--- src/rtl/multiplier_booth_sequential.sv ---
// Sequential signed radix-2 Booth multiplier, full-precision 2*WIDTH-bit product.
// Latency: Product/fin valid WIDTH cycles after the accepting edge.
// Backpressure: none; START is edge-detected and ignored while busy, fin holds until the next accept.
//
// Ports:
//   CLOCK, RESET        rising-edge clock, asynchronous active-high reset
//   START               request, accepted on a 0->1 transition seen while idle
//   Multiplicand (M)    signed operand, sampled on the accepting edge
//   Multiplier   (Q)    signed operand, sampled on the accepting edge
//   Product             registered signed M*Q
//   fin                 level, high while Product holds a completed result
//   busy                high while a multiply is in progress
module multiplier_booth_sequential #(
    parameter int WIDTH = 32
) (
    input  logic                 CLOCK,
    input  logic                 RESET,
    input  logic                 START,
    input  logic [WIDTH-1:0]     Multiplicand,
    input  logic [WIDTH-1:0]     Multiplier,
    output logic [2*WIDTH-1:0]   Product,
    output logic                 fin,
    output logic                 busy
);

    localparam int CW = $clog2(WIDTH + 1);
    localparam logic [CW-1:0] LAST_STEP = CW'(WIDTH - 1);

    typedef enum logic {IDLE, CALC} state_t;

    state_t               state_q, state_d;
    logic                 start_prev_q, start_prev_d;
    // A carries one guard bit so subtracting M = -2^(WIDTH-1) cannot overflow.
    logic [WIDTH:0]       a_q, a_d;
    logic [WIDTH-1:0]     qreg_q, qreg_d;
    logic                 qm1_q, qm1_d;
    logic [WIDTH-1:0]     m_q, m_d;
    logic [CW-1:0]        count_q, count_d;
    logic [2*WIDTH-1:0]   product_q, product_d;
    logic                 fin_q, fin_d;
    logic                 busy_q, busy_d;

    logic [WIDTH:0]       m_ext;
    logic [WIDTH:0]       a_sum;
    logic [WIDTH:0]       a_shift;
    logic [WIDTH-1:0]     q_shift;
    logic                 qm1_shift;

    always_comb begin
        state_d      = state_q;
        start_prev_d = START;
        a_d          = a_q;
        qreg_d       = qreg_q;
        qm1_d        = qm1_q;
        m_d          = m_q;
        count_d      = count_q;
        product_d    = product_q;
        fin_d        = fin_q;
        busy_d       = busy_q;

        // One Booth step: add/subtract M depending on the bit pair, then
        // arithmetic shift of {A, Q, q_-1} right by one.
        m_ext = {m_q[WIDTH-1], m_q};
        case ({qreg_q[0], qm1_q})
            2'b01:   a_sum = a_q + m_ext;
            2'b10:   a_sum = a_q - m_ext;
            default: a_sum = a_q;
        endcase
        {a_shift, q_shift, qm1_shift} = {a_sum[WIDTH], a_sum, qreg_q};

        case (state_q)
            IDLE: begin
                if (START && !start_prev_q) begin
                    state_d = CALC;
                    m_d     = Multiplicand;
                    a_d     = '0;
                    qreg_d  = Multiplier;
                    qm1_d   = 1'b0;
                    count_d = '0;
                    fin_d   = 1'b0;
                    busy_d  = 1'b1;
                end
            end
            CALC: begin
                a_d     = a_shift;
                qreg_d  = q_shift;
                qm1_d   = qm1_shift;
                count_d = count_q + 1'b1;
                if (count_q == LAST_STEP) begin
                    product_d = {a_shift[WIDTH-1:0], q_shift};
                    fin_d     = 1'b1;
                    busy_d    = 1'b0;
                    state_d   = IDLE;
                end
            end
            default: state_d = IDLE;
        endcase
    end

    always_ff @(posedge CLOCK or posedge RESET) begin
        if (RESET) begin
            state_q      <= IDLE;
            start_prev_q <= 1'b0;
            a_q          <= '0;
            qreg_q       <= '0;
            qm1_q        <= 1'b0;
            m_q          <= '0;
            count_q      <= '0;
            product_q    <= '0;
            fin_q        <= 1'b0;
            busy_q       <= 1'b0;
        end else begin
            state_q      <= state_d;
            start_prev_q <= start_prev_d;
            a_q          <= a_d;
            qreg_q       <= qreg_d;
            qm1_q        <= qm1_d;
            m_q          <= m_d;
            count_q      <= count_d;
            product_q    <= product_d;
            fin_q        <= fin_d;
            busy_q       <= busy_d;
        end
    end

    assign Product = product_q;
    assign fin     = fin_q;
    assign busy    = busy_q;

endmodule

--- config.mk ---
export PLATFORM = sky130hd
export DESIGN_NAME = multiplier_booth_sequential
export DESIGN_NICKNAME = d
export VERILOG_FILES = /design/src/rtl/multiplier_booth_sequential.sv
export SDC_FILE = /design/constraint.sdc
export NUM_CORES = 1
export LEC_CHECK = 0
export ABC_AREA = 1
export CAP_MARGIN = 20
export CELL_PAD_IN_SITES_DETAIL_PLACEMENT = 0
export CELL_PAD_IN_SITES_GLOBAL_PLACEMENT = 1
export CORE_MARGIN = 2
export CORE_UTILIZATION = 41
export CTS_CLUSTER_SIZE = 20
export DETAILED_ROUTE_END_ITERATION = 10
export PLACE_DENSITY = 0.91
export RECOVER_POWER = 50
export SKIP_CTS_REPAIR_TIMING = 1
export SYNTH_ARGS = -nofsm -noshare
export SYNTH_HDL_FRONTEND = slang
export SYNTH_SLANG_ARGS = --single-unit
--- constraint.sdc ---
create_clock -name CLOCK -period 8.25 [get_ports CLOCK]
set_input_delay 1.65 -clock CLOCK [delete_from_list [all_inputs] [get_ports CLOCK]]
set_output_delay 1.65 -clock CLOCK [all_outputs]
set_load 0.01 [all_outputs]
==> summary.md, run 1 <==
| Metric | Value |
|---|---|
| Area after DPL | `11400 um2` |
| Final Hold Fails | `0` |
| Flops & latches, synth | `171` |
| Post-DR wirelength/cell | `15.4 um` |
| Setup crit start | `RESET` |
| Number of diodes | `0` |
| Die width | `159 um` |
| Die Y | `159 um` |
| Worst-path clk slew | `0.08 ns` |
| R2R Setup Slk | `3.85 ns` |
| DRC Markers | `0` |
| Reg2reg path depth | `6` |
| Kind of critical path | `input pin to async pin` |
| Top_reg_cell synth | `dfrtp_1` |
| H-tree level count | `4` |
| Tcrit/Tclk final | `0.614` |
| Worst hold-check path type | `flop to flop` |
| Worst rel slew slack | `-1.58` |
| Fraction of registers with async set/reset | `1.00` |
| Fin area | `12100 um2` |
| Final count of pins violating max slew | `205` |
| Synth Cell Area | `9840 um2` |
| Starting Density | `0.418` |
| Ys Warns | `0` |
| First-pass GRT wire length | `44.9 mm` |
| Post-DP HPWL | `19.9 mm` |
| Clk_skew | `0.0146 ns` |
| Static leakage | `0.00590 uW` |
| Total negative slack | `0 ns` |
| Final GP Congestion | `0.960` |
| Row count | `56` |
| Most frequent cells in the layout | `nand2_1 (482), dfrtp_1 (171), inv_1 (155)` |
| Grt total ovfl | `0` |
| Timing endpoint of the critical path | `fin$_DFFE_PP0P_` |
| Syn avg cell area | `7.38 um2` |
| TritonCTS Sinks | `171` |
| Total of max-cap violations | `4` |
| Violated checks | `max-capacitance violations, max-slew violations` |
| Crit. End Element | `async pin` |
| # fillers | `2297` |
| DIE AREA | `25200 um2` |
| Post-route ant nets | `0` |
| Post-layout min period | `5.06 ns` |
| Final nets | `1551` |
| VDD IR max | `0.134 mV` |
| GRT Total Usage | `0.219` |
| CP startpoint kind | `input pin` |
| Initial antenna violation count | `0` |
| Sequential element share of the synthesized area | `0.435` |
| Core Region | `23500 um2` |
| RSZ-0062 raised after global routing | `false` |
| CP arrival | `5.65 ns` |
| Max Clk Rate | `0.198 GHz` |
| Max Root-Sink Buffers | `2` |
| Vias per cell | `5.07` |
| Worst r2r src | `state_q$_DFF_PP0_` |
| CTS Buf Count | `17` |
| Initial DRC Count | `610` |
| Pin count of the biggest net entering global routing | `87` |
| Final wirelength | `27.4 mm` |
| Root cell of the clock tree | `clkbuf_16` |
| Total number of vias | `9022` |
| TritonCTS clock tree | `yes` |
| Number of I/O port buffers | `132` |
| Outcome | `finished with violations` |
| Worst path required time | `8.84 ns` |
| Cell area power density | `148 nW/um2` |
| EDFF count, synth | `0` |
| Number of global-route vias before repair | `8658` |
| Worst-Margin Slew | `3.85 ns` |
| Reg-to-reg critical path endpoint | `Product[1]$_DFFE_PP0P_` |
| Share of cells above drive strength 1 | `0.0404` |
| CP Max Fanout | `86` |
| Area Growth Syn to Fin | `23.0%` |
| Most common cell after layout, fill and taps aside | `nand2_1` |
| Synthesized net count | `1436` |
| Yosys cell types | `46` |
| Skew-Pair Late Insertion Delay | `0.45 ns` |
| Cells after synthesis | `1333` |
| I/O Pins | `133` |
| Drt pass-1 iters | `5` |
| Final Setup Violations | `0` |
-- registers in the layout (all words and copies together), names as in the netlist --
name and count:
state_q 1, qreg_q 32, busy 1, fin 1, Product 64, m_q 32, qm1_q 1, count_q 6
a_q 32, start_prev_q 1
-- worst max-delay path, stage by stage --
cell	delay, ns
dlygate4sd3_1	0.55
clkinvlp_2	2.16
clkbuf_1	0.79
buf_16	0.38
-- metrics by stage --
stage	setup slack, ns	instances	hold WS (ns)	power (uW)	util
after floorplan	1.97	1333	0.463	867	-
after global placement	4.37	1747	0.453	905	0.486
after detailed placement	4.24	1747	0.464	906	0.486
after CTS	4.22	1779	0.484	1800	0.514
after global routing	2.51	1780	0.500	1840	0.514
final	3.19	1780	0.477	1790	0.514
-- cells by family after synthesis --
| family | after synthesis | synth area share |
|---|---|---|
| and+or+nand+nor | 678 | 0.281 |
| AOI/OAI and AO/OA | 206 | 0.123 |
| buffers and inverters | 204 | 0.0800 |
| DFF | 171 | 0.435 |
| adders and majority gates | 36 | 0.0466 |
| xor gates and xnor gates | 35 | 0.0312 |
| muxes | 3 | 0.00305 |
-- synth_stat cells, drive strengths merged, types with 11 or more instances --
master / n / share of area
o221ai: 23 / 0.020
ha: 35 / 0.045
o21ai: 109 / 0.055
dfrtp: 171 / 0.44
buf: 20 / 0.0098
inv: 157 / 0.060
a21oi: 41 / 0.022
o211ai: 11 / 0.0084
nand2: 483 / 0.18
nand3: 66 / 0.035
nor2: 93 / 0.037
clkbuf: 26 / 0.0099
xor2: 32 / 0.028
-- routing by layer --
metal / share of wire / up-vias / global-route usage
met5: 0 / - / 0
met4: 0.014 / 0 / 0.0562
met3: 0.057 / 33 / 0.0350
met2: 0.44 / 246 / 0.334
met1: 0.49 / 4245 / 0.324
li1: - / 4498 / -
-- power by group --
part	switching, uW	internal, uW
Sequential	0.0576	838
Combinational	22.3	28.6
Clock	422	476
Total	445	1340
-- worst min-delay path by stage --
stage | cells past startpoint | to | startpoint | slack (ns)
6_report | 2 | Product[57]$_DFFE_PP0P_ | Product[57]$_DFFE_PP0P_ | 0.48
5_1_grt | 2 | Product[52]$_DFFE_PP0P_ | Product[52]$_DFFE_PP0P_ | 0.50
4_1_cts | 2 | Product[52]$_DFFE_PP0P_ | Product[52]$_DFFE_PP0P_ | 0.48
3_5_place_dp | 2 | Product[52]$_DFFE_PP0P_ | Product[52]$_DFFE_PP0P_ | 0.46
3_3_place_gp | 2 | Product[12]$_DFFE_PP0P_ | Product[12]$_DFFE_PP0P_ | 0.45
2_1_floorplan | 1 | count_q[4]$_DFFE_PP0P_ | count_q[4]$_DFFE_PP0P_ | 0.46
-- cell type report --
class / instances / area [um2] / share of cell area
sequential: 171 / 4280 / 0.354
multi-input combinational: 958 / 4750 / 0.393
tap: 319 / 399 / 0.0330
timing repair buffer: 142 / 1410 / 0.116
inverter: 158 / 594 / 0.0491
clock inverter: 15 / 241 / 0.0200
clock buffer: 17 / 425 / 0.0352
Note: power is estimated with default switching activity, not from simulation.
==> run 2: changes to the inputs <==
- clock period: 8.25 -> 5.17 ns (I/O delays scaled with it)
==> run 2 against run 1 <==
- the run still ends with max-capacitance violations, max-slew violations left
- clock power is 58% higher
- register-to-register slack worse by 3.1 ns
- critical path depth is 4 higher
- total power is 59% higher
- via count is 0.68% lower
- largest cell class unchanged
- sequential power is 60% higher
- combinational power is 52% higher
- flip-flop and latch count stayed put
- global-route usage is 0.91 points higher
==> summary.md, run 2 (synthesis results as in run 1) <==
| Metric | Value |
|---|---|
| Final count of pins violating max slew | `391` |
| Sequential share of power | `0.471` |
| Outcome | `finished with violations` |
| CP arrival | `4.72 ns` |
| Fin area | `12100 um2` |
| Area Growth Syn to Fin | `22.7%` |
| Core Region | `23500 um2` |
| Share of cells above drive strength 1 | `0.0404` |
| Clk_skew | `0.0159 ns` |
| Clock power share | `0.501` |
| Number of global-route vias before repair | `8813` |
| Top cell family by delay on the critical path | `buffers and inverters` |
| Post-layout min period | `4.42 ns` |
| Starting Density | `0.418` |
| Final wirelength | `28.3 mm` |
| Skew-Pair Late Insertion Delay | `0.45 ns` |
| DRC Markers | `0` |
| Sw Ratio | `0.269` |
| CP max-delay cell | `inv_1` |
| DIE AREA | `25200 um2` |
| Root cell of the clock tree | `clkbuf_16` |
| I/O Pins | `133` |
| RSZ-0062 raised after global routing | `false` |
| CP startpoint kind | `flop` |
| Total number of vias | `8961` |
| Worst path required time | `5.47 ns` |
| Most common cell after layout, fill and taps aside | `nand2_1` |
| Tcrit/Tclk final | `0.855` |
| Worst hold-check path type | `flop to flop` |
| Post-DR wirelength/cell | `15.9 um` |
| Count of buffer and inverter cells on the critical path | `3` |
| Number of diodes | `0` |
| TritonCTS clock tree | `yes` |
| Combinational fraction of design power | `0.027` |
| Area after DPL | `11500 um2` |
| Post-route ant nets | `0` |
| Drt pass-1 iters | `6` |
| Crit. End Element | `flop` |
| Die width | `159 um` |
| GRT Total Usage | `0.228` |
| H-tree level count | `4` |
| Worst-Margin Slew | `3.33 ns` |
| Worst rel slew slack | `-1.22` |
| Most used cell along the critical path | `nand2_1` |
| Internal Pwr Total | `2070 uW` |
| CP max stage delay | `1.37 ns` |
| Row count | `56` |
| Worst-path clk slew | `0.09 ns` |
| Post-DP HPWL | `20.7 mm` |
| Vias per cell | `5.03` |
| CTS Buf Count | `17` |
| Total of max-cap violations | `8` |
| Final nets | `1552` |
| Number of I/O port buffers | `132` |
| Cell area power density | `235 nW/um2` |
| Most frequent cells in the layout | `nand2_1 (482), dfrtp_1 (171), inv_1 (155)` |
| TritonCTS Sinks | `171` |
| Final Hold Fails | `0` |
| Final Setup Violations | `0` |
| Pin count of the biggest net entering global routing | `94` |
| First-pass GRT wire length | `46.3 mm` |
| Violated checks | `max-capacitance violations, max-slew violations` |
| CP Max Fanout | `57` |
| VDD IR max | `0.235 mV` |
| Kind of critical path | `flop to flop` |
| Max Clk Rate | `0.226 GHz` |
| Initial DRC Count | `786` |
| Initial antenna violation count | `1` |
| Max Root-Sink Buffers | `2` |
| Total negative slack | `0 ns` |
| Max reg flops | `64` |
| CP Cell Sequence | `ha_1 > nand2_1 > nor4_4 > clkbuf_1 > inv_1 > buf_4 > nand2_1 > o21ai_0` |
| Final GP Congestion | `0.934` |
| Die Y | `159 um` |
| Static leakage | `0.00571 uW` |
| Sw power | `763 uW` |
| Grt total ovfl | `0` |
| R2R Setup Slk | `0.75 ns` |
==> run 2: cell types whose count changed in the layout (fill, tap and decap cells not counted), sizes merged, moves of 3 or more <==
cell	before	now
clkbuf	20	24
clkinv	9	4
dlygate4sd3	53	2
clkdlybuf4s50	79	130
inv	161	168
buf	7	4
==> run 2: area by class of cell <==
| type | count | area, um2 |
|---|---|---|
| Timing Repair Buffer | 143 | 1380 |
| Tap cell | 319 | 399 |
| Inverter | 158 | 594 |
| Multi-Input combinational cell | 958 | 4770 |
| Sequential cell | 171 | 4280 |
| Clock inverter | 15 | 225 |
| Fill cell | 2358 | 11500 |
| Clock buffer | 17 | 425 |
==> run 2: stage by stage <==
| step | hold WS (ns) | setup slack, ns | instances | util | power (uW) |
|---|---|---|---|---|---|
| after CTS | 0.487 | 1.26 | 1781 | 0.515 | 2860 |
| after global routing | 0.505 | 0.353 | 1781 | 0.513 | 2920 |
| after global placement | 0.454 | 1.37 | 1749 | 0.487 | 1450 |
| after floorplan | 0.463 | 1.95 | 1333 | - | 1380 |
| after detailed placement | 0.465 | 1.28 | 1749 | 0.487 | 1450 |
| final | 0.479 | 0.751 | 1781 | 0.513 | 2840 |
==> run 2: path summary, 6_finish.rpt <==
path                                               from                       to  depth (start not counted)
max in group asynchronous                         RESET          fin$_DFFE_PP0P_                          3
worst max register to register   count_q[1]$_DFFE_PP0P_   Product[0]$_DFFE_PP0P_                          8
min in group asynchronous                         RESET  Product[40]$_DFFE_PP0P_                          2
worst min register to register  Product[28]$_DFFE_PP0P_  Product[28]$_DFFE_PP0P_                          2
worst min-delay path            Product[28]$_DFFE_PP0P_  Product[28]$_DFFE_PP0P_                          2
worst max-delay path             count_q[1]$_DFFE_PP0P_   Product[0]$_DFFE_PP0P_                          8
==> run 2: tightest hold or removal path: stages (launching register included) <==
cell	delay, ns
dfrtp_1	0.35
nand2_1	0.05
nand2_1	0.05
==> run 2: metal layers <==
| metal | global-route usage | share of wire |
|---|---|---|
| met2 | 0.359 | 0.45 |
| met5 | 0 | 0.00057 |
| met4 | 0.0529 | 0.015 |
| met3 | 0.0554 | 0.067 |
| met1 | 0.318 | 0.47 |
==> run 2: power groups by stage <==
stage	logic (uW)	registers, uW	clock network [uW]
floorplan	20.0	1360	0
global placement	82.8	1360	0
detailed placement	83.0	1360	0
CTS	83.0	1340	1440
global route	86.0	1340	1490
finish	77.6	1340	1420
